--- config.mk ---
export PLATFORM = sky130hd
export DESIGN_NAME = serial_adder
export DESIGN_NICKNAME = d
export VERILOG_FILES = /design/src/rtl/serial_adder.sv
export SDC_FILE = /design/constraint.sdc
export NUM_CORES = 1
export LEC_CHECK = 0
export BUFFER_PORTS_ARGS = -buffer_cell sky130_fd_sc_hd__buf_4
export CORE_ASPECT_RATIO = 0.6
export CORE_MARGIN = 3
export CORE_UTILIZATION = 53
export DETAILED_ROUTE_END_ITERATION = 10
export PLACE_DENSITY = 0.79
export REMOVE_ABC_BUFFERS = 1
export SYNTH_ARGS = -nofsm -noshare
export SYNTH_HDL_FRONTEND = slang
export SYNTH_SLANG_ARGS = --single-unit
--- constraint.sdc ---
create_clock -name clk -period 2.6 [get_ports clk]
set_input_delay 0 -clock clk [delete_from_list [all_inputs] [get_ports clk]]
set_output_delay 0 -clock clk [all_outputs]
set_load 0.1 [all_outputs]
--- src/rtl/serial_adder.sv ---
// -----------------------------------------------------------------------------
// serial_adder
//
// Multi-cycle ripple adder. It computes a + b + cin over N bits and handles K
// bits per clock. A single carry register links one slice to the next.
// The sum is assembled least-significant slice first in a right-shifting
// register. The block also reports carry-out and two's-complement overflow.
//
// Ports:
//   clk        rising-edge clock
//   reset      synchronous, active-high reset
//   in_valid   operands a/b/cin present
//   in_ready   block idle and able to accept operands
//   a, b       N-bit addends
//   cin        carry-in
//   out_valid  s/cout/ovf hold a finished result
//   out_ready  consumer takes the result
//   s          N-bit sum (modulo 2^N)
//   cout       carry out of bit N-1
//   ovf        signed overflow
// -----------------------------------------------------------------------------
module serial_adder #(
    parameter int N = 32,
    parameter int K = 4
) (
    input  logic         clk,
    input  logic         reset,
    input  logic         in_valid,
    output logic         in_ready,
    input  logic [N-1:0] a,
    input  logic [N-1:0] b,
    input  logic         cin,
    output logic         out_valid,
    input  logic         out_ready,
    output logic [N-1:0] s,
    output logic         cout,
    output logic         ovf
);

    localparam int SLICES = N / K;
    localparam int CW     = (SLICES > 1) ? $clog2(SLICES) : 1;
    localparam logic [CW-1:0] LAST_SLICE = CW'(SLICES - 1);

    // Reject illegal widths at elaboration rather than building a broken adder.
    if (N < 1 || K < 1 || K > N || (N % K) != 0) begin : g_bad_params
        $error("serial_adder: N must be >= 1, 1 <= K <= N and N %% K == 0");
    end

    typedef enum logic [1:0] {
        ST_IDLE = 2'd0,
        ST_RUN  = 2'd1,
        ST_DONE = 2'd2
    } state_t;

    state_t          state_r;
    state_t          state_s;
    logic [N-1:0]    op_a_r;
    logic [N-1:0]    op_b_r;
    logic [N-1:0]    sum_r;
    logic            carry_r;
    logic [CW-1:0]   cnt_r;
    logic            msb_a_r;
    logic            msb_b_r;
    logic            cout_r;
    logic            ovf_r;

    logic [K:0]      slice_s;
    logic [N+K-1:0]  sum_cat_s;
    logic            last_slice_s;

    // Overflow: carry into the MSB (msb_a ^ msb_b ^ msb_sum) XOR carry out.
    function automatic logic ovf_calc(input logic op_a_msb, input logic op_b_msb,
                                      input logic sum_msb, input logic carry_out);
        return op_a_msb ^ op_b_msb ^ sum_msb ^ carry_out;
    endfunction

    // Slice adder and the sum-register shift value.
    always_comb begin
        slice_s      = {1'b0, op_a_r[K-1:0]} + {1'b0, op_b_r[K-1:0]} + {{K{1'b0}}, carry_r};
        // New slice enters at the top; the old contents move down by K. The
        // concatenation form also works when K == N.
        sum_cat_s    = {slice_s[K-1:0], sum_r};
        last_slice_s = (cnt_r == LAST_SLICE);
    end

    // Next-state decode for the IDLE -> RUN -> DONE -> IDLE sequence.
    always_comb begin
        state_s = state_r;
        case (state_r)
            ST_IDLE: begin
                if (in_valid) begin
                    state_s = ST_RUN;
                end else begin
                    state_s = ST_IDLE;
                end
            end
            ST_RUN: begin
                if (last_slice_s) begin
                    state_s = ST_DONE;
                end else begin
                    state_s = ST_RUN;
                end
            end
            ST_DONE: begin
                if (out_ready) begin
                    state_s = ST_IDLE;
                end else begin
                    state_s = ST_DONE;
                end
            end
            default: state_s = ST_IDLE;
        endcase
    end

    // State register; reset wins over any handshake in the same cycle.
    always_ff @(posedge clk) begin
        if (reset) begin
            state_r <= ST_IDLE;
        end else begin
            state_r <= state_s;
        end
    end

    // Datapath: operand capture on accept, one K-bit slice per RUN cycle.
    always_ff @(posedge clk) begin
        if (reset) begin
            op_a_r  <= '0;
            op_b_r  <= '0;
            sum_r   <= '0;
            carry_r <= 1'b0;
            cnt_r   <= '0;
            msb_a_r <= 1'b0;
            msb_b_r <= 1'b0;
            cout_r  <= 1'b0;
            ovf_r   <= 1'b0;
        end else begin
            case (state_r)
                ST_IDLE: begin
                    if (in_valid) begin
                        op_a_r  <= a;
                        op_b_r  <= b;
                        carry_r <= cin;
                        msb_a_r <= a[N-1];
                        msb_b_r <= b[N-1];
                        cnt_r   <= '0;
                    end
                end
                ST_RUN: begin
                    sum_r   <= sum_cat_s[N+K-1:K];
                    carry_r <= slice_s[K];
                    op_a_r  <= op_a_r >> K;
                    op_b_r  <= op_b_r >> K;
                    cnt_r   <= cnt_r + CW'(1);
                    // Flags are only updated from the final slice, so they
                    // stay stable with s for the whole DONE phase.
                    if (last_slice_s) begin
                        cout_r <= slice_s[K];
                        ovf_r  <= ovf_calc(msb_a_r, msb_b_r, slice_s[K-1], slice_s[K]);
                    end
                end
                default: begin
                    // DONE: hold everything until the consumer takes it.
                end
            endcase
        end
    end

    assign in_ready  = (state_r == ST_IDLE);
    assign out_valid = (state_r == ST_DONE);
    assign s         = sum_r;
    assign cout      = cout_r;
    assign ovf       = ovf_r;

endmodule

---- Word-level counts from Yosys, hierarchy flattened ----
Cells that the tools add are included.
storage, ports and cells
  register bits ........................... 106
  output and inout bits ................... 36
  word-level logic and storage cells ...... 37
cells by class
  add/sub/neg operators ................... 3
  equal/unequal tests ..................... 4
  muxes and demuxes ....................... 12
  bitwise gates (word level) .............. 3
  reductions and logical operators ........ 5
operators by type and width
  operator                                                         count
  32-bit one-hot mux with 2 select lines                           2
  32-bit two-way mux                                               2
  2-bit one-hot mux with 3 select lines                            1
  3-bit one-hot mux with 2 select lines                            1
  2-bit AND reduction                                              3
  4-bit by 4-bit adder with 5-bit output                           1
  5-bit by 1-bit adder with 5-bit output                           1
  2-bit two-way mux                                                2
  3-bit by 1-bit adder with 3-bit output, second input constant    1
  3-bit == test, second input constant                             1
  3-bit two-way mux                                                1
  1-bit XOR                                                        3
  2-bit by 1-bit == test with 1-bit output, second input constant  1
  2-bit == test, second input constant                             1
  2-bit logical NOT                                                1
  1-bit two-way mux                                                2
  2-bit inequality test, second input constant                     1
  1-bit one-hot mux with 2 select lines                            1
  2-bit nonzero test                                               1

---- Depth between registers and ports, before layout ----
  depth in word-level cells ............... 4
  depth in mapped cells ................... 8
  gate-level depth less buffers ........... 8

---- Worst setup path before layout ----
No wires, ideal clock.
  path type ............................... flip-flop to flip-flop
  start point ............................. reg state_r[1]
  end point ............................... reg msb_a_r
  arrival ................................. 2277 ps
  required time ........................... 2530 ps
  setup slack ............................. 253 ps
  stages on the path, launching flop included .. 6
  buffers on the path ..................... 1
  period minus slack after synthesis ...... 2347 ps
  cell sequence ........................... dfxtp_1 > nor2_1 > and2_1 > buf_2 > nand2_1 > a21oi_1
on the way
  cells in the longest elaborated chain, start to end .. 2
RTL lines
  item                                  RTL line  text
  from (decl)                           55        state_t state_r;
  from (signal assigned)                120       state_r <= state_s;
  2-bit logical NOT                     --
  named net in_ready                    29        output logic in_ready,
  2-bit AND reduction (no source line)  --
  to (signal assigned)                  143       msb_a_r <= a[N-1];
  to (decl)                             62        logic msb_a_r;
The timed path passes the listed nets, and every way through them passes these cells.
A chain may end at the register's enable or synchronous reset.

---- Worst setup path after layout ----
  start point ............................. reg op_a_r[0]
  end point ............................... reg ovf_r, in the netlist ovf
on the way
  cells in the longest elaborated chain, start to end .. 4
RTL lines
  item                                      RTL line  text
  from (decl)                               57        logic [N-1:0] op_a_r;
  from (signal assigned)                    151       op_a_r <= op_a_r >> K;
  4-bit by 4-bit adder with 5-bit output *  79        slice_s = {1'b0, op_a_r[K-1:0]} + {1'b0, op_b_r[K-1:0]} + {{K{1'b0}}, carry_r};
  5-bit by 1-bit adder with 5-bit output *  79
  1-bit XOR                                 74        return op_a_msb ^ op_b_msb ^ sum_msb ^ carry_out;
  1-bit XOR *                               74
  to (signal assigned)                      158       ovf_r <= ovf_calc(msb_a_r, msb_b_r, slice_s[K-1], slice_s[K]);
  to (decl)                                 65        logic ovf_r;
Mark *: on every way between the ends. The rest lies on a longest branch, timed or not.

==> out/metrics.csv <==
stage;metric;value;unit
timing;setup_tns;0;ns
clocking;root_buffer;clkbuf_16;
route;drt_iter0_markers;367;
power;irDropWorstVdd;0.416;mV
route;detail-route-antenna-nets;0;
setup_path;setup.worst_path.start_class;register;
timing;tightest_slew;0.736;ns
floorplanning;die_y;76.3;um
timing;rsz0062_at_grt;no;
timing;fin_crit_sh;0.864;
hold_path;min_from;in_valid;
synth;yosysWarnings;0;
synth;syn-cell-area;4360;um2
power;combinationalPowerShare;0.168;
route;wl_per_cell;14.3;um
setup_path;crit_arrival;2.45;ns
route;drc;0;
timing;fmax;445;MHz
floorplanning;core-area;7630;um2
layout;diodes;0;
setup_path;worstSetupPathType;reg2reg;
power;p_sw_frac;0.261;
global_route;grtUsageTotal;0.245;
placement;io_buffers;104;
floorplanning;die_x;123;um
global_route;overflow;0;
setup_path;startpoint;op_a_r[0]$_SDFFE_PP0P_;
setup_path;cp-end-kind;register;
clocking;ctsResizeCount;0;
floorplanning;ios;105;
clocking;htree_levels;3;
clocking;clk_pin_slew;0.07;ns
route;vias;4267;
power;p_seq_frac;0.464;
job;maxCapViolCount;0;
timing;whs;0.0634;ns
clocking;tritoncts;yes;
power;p_per_area;634;nW/um2
setup_path;critPathSlowestCell;fa_1;
synth;yosysUniqueCellTypes;27;
clocking;hold_buffers;66;
setup_path;r2r_start;op_a_r[0]$_SDFFE_PP0P_;
timing;slew_violations;0;
setup_path;required;2.80;ns
power;clockPowerShare;0.369;
setup_path;path_cells;inv_1 > fa_1 > fa_1 > nand2b_1 > a21oi_1 > xnor2_1 > xnor2_1 > o31ai_1;
clocking;cts_buffer_depth;2;
floorplanning;die_area;9400;um2
floorplanning;rows;24;
power;p_leak;2.52;nW
global_route;grt_max_degree;72;
setup_path;critPathMaxFanout;3;
power;p_sw;1.01;mW
timing;clock_skew;0.00606;ns
clocking;cts_num_sinks;106;
route;routed_wl;11400;um
hold_path;min_path_type;in2reg;
power;p_total;3.86;mW
global_route;grt_pass1_vias;3976;
timing;finalHoldViolCount;0;
outcome;outcome;finished clean;
clocking;clk-insertion-delay-late;0.34;ns
placement;hpwl;6570;um
route;firstDrtPassIters;5;
global_route;antenna_found_initial;0;
synth;ys_ff_latch;106;
placement;gp_congestion;0.792;
timing;slew_headroom;0.509;
layout;drive_gt1_frac;0.185;
timing;setup_viol;0;
layout;final_nets;763;
synth;syn_avg_cell_area;7.99;um2
synth;synth_cells;546;
layout;area.growth.synth_to_final;39.7;%
power;p_int;2.85;mW
clocking;cts_setup_buffers;0;
floorplanning;start_util;0.572;
route;vias_per_cell;5.36;
clocking;numCtsBuffers;9;
setup_path;max_stage_delay;0.46;ns
synth;seq_area_frac_synth;0.486;
global_route;grt_pass1_wl;18700;um
timing;min_period;2.25;ns
[routing by layer]
layer	vias up	global-route usage	wire length (um)
li1	2128	-	-
met1	1983	0.320	5100
met2	143	0.404	5480
met3	13	0.0653	686
met4	0	0.0586	130
met5	-	0	0
[power by group through the flow]
stage / logic (mW) / registers (mW) / clock network [mW]
final: 0.647 / 1.79 / 1.42
after CTS: 0.639 / 1.79 / 1.44
after global placement: 0.546 / 1.82 / 0
after global routing: 0.714 / 1.80 / 1.52
after floorplan: 0.296 / 1.87 / 0
after detailed placement: 0.557 / 1.82 / 0
[state kept, by name, indices dropped and copies added, names as in the netlist]
name     flops
carry_r      1
cnt_r        3
cout         1
msb_a_r      1
msb_b_r      1
op_a_r      32
op_b_r      32
ovf          1
s           32
state_r      2
[cell usage after synthesis]
master | number | area [um2]
buf_2 | 23 | 115
a221oi_2 | 1 | 15.0
nor2_4 | 1 | 11.3
buf_4 | 7 | 52.6
buf_6 | 2 | 22.5
nor2_1 | 74 | 278
dfxtp_1 | 106 | 2120
clkbuf_1 | 15 | 56.3
and2_1 | 1 | 6.26
xnor2_1 | 4 | 35.0
or2_1 | 1 | 6.26
nand3_1 | 3 | 15.0
a211oi_1 | 3 | 22.5
a22oi_1 | 6 | 45.0
ha_1 | 5 | 62.6
inv_1 | 5 | 18.8
fa_1 | 2 | 40.0
a21oi_1 | 39 | 195
nor2b_1 | 2 | 12.5
nor3_1 | 1 | 5.00
and2b_1 | 1 | 7.51
nand3b_1 | 1 | 7.51
a311oi_1 | 56 | 490
nand2b_1 | 4 | 25.0
nand2_1 | 181 | 679
o31ai_1 | 1 | 7.51
a222oi_1 | 1 | 10.0
[cells in the final DEF, fill, tap and decap left out, types with 3 or more instances in the layout]
cell / n
a211oi_1: 3
a21oi_1: 39
a22oi_1: 6
a311oi_1: 56
buf_4: 109
clkbuf_1: 3
clkbuf_16: 9
dfxtp_1: 106
dlygate4sd3_1: 66
ha_1: 5
inv_1: 5
nand2_1: 181
nand2b_1: 3
nand3_1: 3
nor2_1: 74
xnor2_1: 4
[per-stage QoR]
stage / util / instance area [um2] / setup WS [ns] / std cells
finish: 0.799 / 6090 / 0.353 / 796
CTS: 0.799 / 6090 / 0.367 / 796
floorplan: - / 4120 / -1.71 / 499
global placement: 0.671 / 5120 / 0.476 / 714
global route: 0.799 / 6090 / 0.218 / 796
detailed placement: 0.671 / 5120 / 0.368 / 714
[worst max-delay path: cells and delay by family (launching register included)]
family,cells,cell delay (ns)
AOI/OAI and AO/OA,2,0.34
buffers and inverters,1,0.06
adders and majority gates,2,0.86
xor gates and xnor gates,2,0.32
and+or+nand+nor,1,0.18
DFF,1,0.33
[cell families (layout without fill, tap and decap cells)]
family          Yosys count  after routing  share of synthesized area
flops                   106            106                      0.486
simple gates            270            270                      0.241
buf+inv                  52            198                     0.0608
compound gates          107            107                      0.180
xor+xnor                  4              4                    0.00803
fa+ha+maj                 7              7                     0.0235
[area by class of cell]
cell class	count	area, um2
clock buffer	12	236
clock inverter	4	76.3
multi-input combinational	388	1990
sequential	106	2120
timing repair buffer	177	1520
inverter	5	18.8
fill	518	1530
tap	104	130
[worst paths after layout]
path,end,slack [ns],depth (start not counted)
setup reg to reg,ovf$_SDFFE_PP0P_,0.35,8
hold / removal,msb_a_r$_SDFFE_PP0N_,0.06,4
hold reg to reg,s[3]$_SDFFE_PP0N_,0.46,2
setup / recovery,ovf$_SDFFE_PP0P_,0.35,8
(Power assumes the default switching activity.)
